--- src/rtl/mem_stage_pkg.sv ---
// Shared types and the alignment rule for the memory-access pipeline stage.
package mem_stage_pkg;

    typedef enum logic [1:0] {
        BYTE  = 2'b00,
        HALF  = 2'b01,
        WORD  = 2'b10,
        DWORD = 2'b11
    } size_e;

    typedef enum logic [1:0] {
        SRC_MEM   = 2'b00,
        SRC_MUL   = 2'b01,
        SRC_ALU   = 2'b10,
        SRC_SHIFT = 2'b11
    } wr_src_e;

    typedef enum logic {
        IDLE = 1'b0,
        WAIT = 1'b1
    } state_e;

    // A dword access is only legal on a 64-bit datapath.
    function automatic logic is_aligned(input logic [2:0] addr_lo, input size_e size,
                                        input int data_w);
        logic ok;
        case (size)
            BYTE:    ok = 1'b1;
            HALF:    ok = (addr_lo[0] == 1'b0);
            WORD:    ok = (addr_lo[1:0] == 2'b00);
            default: ok = (addr_lo == 3'b000) && (data_w == 64);
        endcase
        return ok;
    endfunction

endpackage

--- src/rtl/mem_access_stage_load_extend.sv ---
// Narrows lane-0 read data to the access size and sign/zero-extends it to DATA_W.
module load_extend
    import mem_stage_pkg::*;
#(
    parameter int DATA_W = 64
) (
    input  logic [DATA_W-1:0] rdata,
    input  size_e             size,
    input  logic              is_signed,
    output logic [DATA_W-1:0] data
);

    always_comb begin
        data = rdata;
        case (size)
            BYTE: begin
                if (is_signed) data = DATA_W'($signed(rdata[7:0]));
                else           data = DATA_W'(rdata[7:0]);
            end
            HALF: begin
                if (is_signed) data = DATA_W'($signed(rdata[15:0]));
                else           data = DATA_W'(rdata[15:0]);
            end
            WORD: begin
                if (is_signed) data = DATA_W'($signed(rdata[31:0]));
                else           data = DATA_W'(rdata[31:0]);
            end
            default: data = rdata;
        endcase
    end

endmodule

--- src/rtl/mem_access_stage.sv ---
// MEM pipeline stage: issues handshaked loads/stores, stalls while waiting, and
// registers the write-back slot into MEM/WB.
module mem_access_stage
    import mem_stage_pkg::*;
#(
    parameter int DATA_W     = 64,
    parameter int ADDR_W     = 64,
    parameter int REG_ADDR_W = 5,
    parameter int TIMEOUT    = 16
) (
    input  logic                  clk,
    input  logic                  reset,
    input  logic                  ex_valid,
    input  logic                  ex_mem_read,
    input  logic                  ex_mem_write,
    input  logic [1:0]            ex_size,
    input  logic                  ex_signed,
    input  logic [1:0]            ex_wr_src,
    input  logic [DATA_W-1:0]     ex_alu,
    input  logic [DATA_W-1:0]     ex_mul,
    input  logic [DATA_W-1:0]     ex_shift,
    input  logic [DATA_W-1:0]     ex_store_data,
    input  logic                  ex_reg_write,
    input  logic [REG_ADDR_W-1:0] ex_rd,
    output logic                  mem_req,
    output logic                  mem_we,
    output logic [ADDR_W-1:0]     mem_addr,
    output logic [1:0]            mem_size,
    output logic [DATA_W-1:0]     mem_wdata,
    input  logic                  mem_ack,
    input  logic [DATA_W-1:0]     mem_rdata,
    output logic                  stall,
    output logic                  fwd_valid,
    output logic [DATA_W-1:0]     fwd_data,
    output logic                  wb_valid,
    output logic                  wb_reg_write,
    output logic [REG_ADDR_W-1:0] wb_rd,
    output logic [DATA_W-1:0]     wb_data,
    output logic                  err_misalign,
    output logic                  err_timeout
);

    localparam int CNT_W = (TIMEOUT > 1) ? $clog2(TIMEOUT) : 1;

    state_e            state;
    logic [CNT_W-1:0]  wait_cnt;
    size_e             size;
    wr_src_e           wr_src;
    logic [ADDR_W-1:0] addr;
    logic              mem_op;
    logic              aligned;
    logic              access;
    logic              misalign;
    logic              timeout_hit;
    logic              abort;
    logic [DATA_W-1:0] load_data;

    assign size    = size_e'(ex_size);
    assign wr_src  = wr_src_e'(ex_wr_src);
    assign addr    = ADDR_W'(ex_alu);

    assign mem_op   = ex_valid & (ex_mem_read | ex_mem_write);
    assign aligned  = is_aligned(addr[2:0], size, DATA_W);
    assign access   = mem_op & aligned;
    assign misalign = mem_op & ~aligned;

    // The last permitted wait cycle releases the stall so the aborted slot can drain.
    assign timeout_hit = (TIMEOUT != 0) && (state == WAIT) &&
                         (wait_cnt == CNT_W'(TIMEOUT - 1));
    assign abort       = access & ~mem_ack & timeout_hit;

    assign mem_req   = ~reset & access;
    assign mem_we    = ex_mem_write;
    assign mem_addr  = addr;
    assign mem_size  = ex_size;
    assign mem_wdata = ex_store_data;
    assign stall     = ~reset & access & ~mem_ack & ~timeout_hit;

    load_extend #(.DATA_W(DATA_W)) u_load_extend (
        .rdata     (mem_rdata),
        .size      (size),
        .is_signed (ex_signed),
        .data      (load_data)
    );

    always_comb begin
        fwd_data = ex_alu;
        case (wr_src)
            SRC_MEM:   fwd_data = load_data;
            SRC_MUL:   fwd_data = ex_mul;
            SRC_ALU:   fwd_data = ex_alu;
            SRC_SHIFT: fwd_data = ex_shift;
            default:   fwd_data = ex_alu;
        endcase
    end

    assign fwd_valid = ex_valid & ex_reg_write & ~stall;

    // A stalled edge inserts a bubble but keeps wb_rd/wb_data for the hazard logic.
    always_ff @(posedge clk) begin
        if (reset) begin
            state        <= IDLE;
            wait_cnt     <= '0;
            wb_valid     <= 1'b0;
            wb_reg_write <= 1'b0;
            wb_rd        <= '0;
            wb_data      <= '0;
            err_misalign <= 1'b0;
            err_timeout  <= 1'b0;
        end else begin
            err_misalign <= misalign;
            err_timeout  <= abort;
            case (state)
                IDLE: begin
                    if (access && !mem_ack) state <= WAIT;
                end
                WAIT: begin
                    if (!access || mem_ack || timeout_hit) begin
                        state    <= IDLE;
                        wait_cnt <= '0;
                    end else if (TIMEOUT != 0) begin
                        wait_cnt <= wait_cnt + CNT_W'(1);
                    end
                end
            endcase
            if (stall) begin
                wb_valid     <= 1'b0;
                wb_reg_write <= 1'b0;
            end else begin
                wb_valid     <= ex_valid;
                wb_reg_write <= ex_reg_write & ~(misalign | abort);
                wb_rd        <= ex_rd;
                wb_data      <= fwd_data;
            end
        end
    end

endmodule
--- config.mk ---
export PLATFORM = sky130hd
export DESIGN_NAME = mem_access_stage
export DESIGN_NICKNAME = d
export VERILOG_FILES = /design/src/rtl/mem_stage_pkg.sv /design/src/rtl/mem_access_stage_load_extend.sv /design/src/rtl/mem_access_stage.sv
export SDC_FILE = /design/constraint.sdc
export NUM_CORES = 1
export LEC_CHECK = 0
export ABC_AREA = 1
export BUFFER_PORTS_ARGS = -buffer_cell sky130_fd_sc_hd__buf_2
export CAP_MARGIN = 10
export CORE_AREA = 8 8 228 230
export CTS_BUF_LIST = sky130_fd_sc_hd__clkbuf_16
export CTS_CLUSTER_SIZE = 12
export DETAILED_ROUTE_END_ITERATION = 10
export DIE_AREA = 0 0 236 238
export SLEW_MARGIN = 20
export SYNTH_ARGS = -nofsm -noshare
export SYNTH_HDL_FRONTEND = slang
export SYNTH_SLANG_ARGS = --single-unit
--- constraint.sdc ---
create_clock -name clk -period 1.9 [get_ports clk]
set_input_delay 0.38 -clock clk [delete_from_list [all_inputs] [get_ports clk]]
set_output_delay 0.38 -clock clk [all_outputs]
set_load 0.005 [all_outputs]
==> Implementation_results.wiki <==
{| class="wikitable"
! Metric !! Value
|-
| Final critical-path share of the clock period || 1.04
|-
| MaxCap Viol Count || 0
|-
| Yosys cell types || 24
|-
| Post-detailed-route DRC marker count || 0
|-
| Die extent in x || 236 um
|-
| Worst IR Drop VDD || 0.000408 V
|-
| CTS root buffer || clkbuf_16
|-
| Area of the core region || 48300 um^2
|-
| Syn Std Cell Area || 6100 um^2
|-
| Worst setup slack before clock tree synthesis || -0.225 ns
|-
| Quantity of I/O buffers inserted on ports || 479
|-
| Clock Latency Late Sink || 0.37 ns
|-
| Final Max Tran Viols || 0
|-
| H-tree depth || 3
|-
| Number of optimization iterations in the first detailed-route pass || 5
|-
| Maximum fanout count along the critical path || 6
|-
| Data arrival time of the critical path || 2.25 ns
|-
| Die footprint || 56200 um^2
|-
| Final Wtd Congestion || 0.903
|-
| Fmax achieved || 506 MHz
|-
| Finish-stage setup viols || 24
|-
| Category of the most critical setup path || in2reg
|-
| Initial core utilization || 0.126
|-
| Final WS setup || -0.0766 ns
|-
| Number of antenna violations at the first check in global routing || 5
|-
| Number of fill cells in the layout || 5529
|-
| Largest net degree at the start of global routing || 46
|-
| Yosys synthesis warning count || 0
|-
| Post-synthesis instance total || 1019
|-
| Type of origin of the critical path || primary input
|-
| Overall Power || 5.99 mW
|-
| Net Count, Synth || 1357
|-
| Total number of nets in the final design || 1846
|-
| Wirelength per Cell || 19.5 um
|-
| Ordered cell list for the critical path || buf_12, inv_8, nand2_8, nor2_4, nor2_4, buf_12, buf_12, buf_16, nand2_4, nand2_2, nand2_2, buf_6, buf_4, buf_4, buf_4, buf_4, buf_4, nand3_2, nand2_1
|-
| Crit path largest cell delay || 0.18 ns
|-
| Final wirelength || 41600 um
|-
| Vias in the first global route || 8836
|-
| Longest Clk Path Bufs || 2
|-
| Number of placement rows || 81
|-
| CTS clk-pin slew, worst paths || 0.07 ns
|-
| Vertical die dimension || 238 um
|-
| Slew @ Worst Pin || 0.502 ns
|-
| Outcome || finished with violations
|-
| Required time at the worst-slack endpoint || 2.17 ns
|-
| Layout Cells excl Fill || 2136
|-
| Number of routed nets with antenna violations || 0
|-
| Vias per std cell || 4.07
|-
| Fraction of final layout cells with drive strength greater than 1 || 0.529
|-
| Sink Count || 78
|-
| Final min period || 1.98 ns
|-
| Post-synthesis sequential area ratio || 0.256
|-
| Capture instance of the worst register-to-register path || wb_data[60]$_SDFFE_PP0N_
|-
| Crit path capture type || register
|-
| Most common library cell in the layout ignoring fill and taps || buf_2
|-
| Clock tree from TritonCTS || yes
|-
| Total global-route track usage || 0.137
|-
| Leakage power total || 5.92 nW
|-
| Logic depth of the worst register-to-register path || 10
|-
| TritonCTS buffer count || 9
|-
| Highest-count cells in the layout ignoring fill and taps || 449 x buf_2, 408 x nand2_1, 147 x buf_4, 95 x nand3_1, 76 x dfxtp_1
|-
| Worst R2R Start || wait_cnt[1]$_SDFFE_PP0P_
|-
| Cell total after placement || 2019
|-
| Worst slew margin relative to its limit || 0.666
|-
| Boundary pin count || 608
|-
| Worst hold path startpoint || ex_rd[3]
|-
| Violated checks || negative setup slack
|-
| Area overhead of the layout relative to synthesis || 77.6%
|-
| Capture endpoint of the worst hold path || wb_rd[3]$_SDFFE_PP0N_
|-
| Most repeated library cell on the critical path || buf_4
|-
| Critical path's slowest cell || buf_16
|-
| Initial DRC Count || 430
|-
| Total global routing overflow || 0
|-
| HPWL after detailed placement || 30500 um
|-
| Post-Route Skew || 0.0114 ns
|-
| Post-CTS Hold Buffers || 0
|-
| Final hold vios || 0
|-
| FF-to-FF setup slack || 0.22 ns
|-
| Depth of the worst hold-timing path || 3
|-
| Mean Syn Cell Area || 5.99 um^2
|-
| Routed vias || 8703
|-
| Worst min path class || in2reg
|-
| Number of flip-flops and latches in the synthesized netlist || 78
|-
| Unrepaired setup endpoints after global routing || true
|-
| First-pass GRT wire length || 56700 um
|-
| Power density over cell area || 553 nW/um^2
|}
-- worst max path at each step --
stage	from	end	slack (ns)	cells after the start
finish	ex_size[0]	wb_data[27]$_SDFFE_PP0N_	-0.08	19
global route	ex_size[0]	wb_data[27]$_SDFFE_PP0N_	-0.12	19
CTS	wait_cnt[0]$_SDFFE_PP0P_	fwd_valid	-0.05	8
detailed placement	ex_size[0]	fwd_data[61]	-0.22	10
global placement	ex_size[0]	fwd_data[43]	-0.19	10
floorplan	ex_size[1]	fwd_valid	0.15	10
-- flip-flops by register name, indices dropped and copies added, names as in the netlist --
name          count
wb_rd             5
wb_valid          1
wb_reg_write      1
err_timeout       1
wb_data          64
err_misalign      1
wait_cnt          4
state             1
-- cell usage after synthesis --
cell	count	area share
nand2_1	443	0.27
buf_4	148	0.18
nand3_1	113	0.093
dfxtp_1	78	0.26
nand4_1	44	0.045
o21ai_0	38	0.031
a21oi_1	32	0.026
inv_1	28	0.017
clkbuf_1	22	0.014
nor2_1	13	0.0080
buf_1	12	0.0074
inv_2	12	0.0074
buf_2	10	0.0082
clkinv_1	7	0.0043
o21bai_1	5	0.0062
buf_6	3	0.0055
nor2_2	3	0.0031
nand3b_1	2	0.0025
ha_1	1	0.0021
nand2_2	1	0.0010
nand2_4	1	0.0018
nor2_4	1	0.0018
nor2_8	1	0.0033
nor3_1	1	0.00082
-- area by class of cell --
class                           instances  area [um^2]  area share
Inverter                               47          201      0.0186
Antenna cell                            1         2.50    0.000231
Sequential cell                        78         1560       0.144
Multi-Input combinational cell        699         3390       0.313
Timing Repair Buffer                  673         4620       0.427
Tap cell                              622          778      0.0718
Clock inverter                          7         48.8     0.00450
Clock buffer                            9          225      0.0208
-- routing by layer --
layer | wire, um | track usage | part of all wire
met1 | 16500 | 0.155 | 0.40
met3 | 3190 | 0.0406 | 0.077
met5 | 24 | 0 | 0.00058
met2 | 19900 | 0.234 | 0.48
met4 | 1950 | 0.0684 | 0.047
-- stage by stage --
stage          area, um^2  TNS, ns   util  hold WS, ns
2_1_floorplan        6100        0      -        0.442
3_3_place_gp         8910    -7.78  0.184        0.423
3_5_place_dp         8910    -9.36  0.184        0.427
4_1_cts             10500   -0.594  0.216        0.191
5_1_grt             10800    -2.84  0.224        0.234
6_report            10800   -0.642  0.224        0.232
-- report_power, final --
| part | switching (mW) | leakage, nW | internal (mW) |
|---|---|---|---|
| Clock | 0.823 | 0.141 | 0.890 |
| Sequential | 0.0613 | 0.647 | 1.76 |
| Combinational | 1.19 | 5.13 | 1.26 |
| Total | 2.08 | 5.92 | 3.91 |
-- kinds of logic after synthesis --
kind of cell,count (synthesis),synth area share
and+or+nand+nor,623,0.433
buffers and inverters,242,0.246
DFF,78,0.256
AOI/OAI and AO/OA,75,0.0636
adders and majority gates,1,0.00205
-- critical path, delay by kind of cell --
family                 cells  cell delay [ns]
AND/OR/NAND/NOR            8             0.52
buffers and inverters     11             1.33
-- repair_timing --
action / 4_1_cts / 5_1_grt
cloned: 9 / 2
pin swaps: 22 / 37
gates resized for setup: 108 / 74
setup buffers: 77 / 15
setup endpoints to repair: 65 / 66
(Power assumes the default switching activity.)
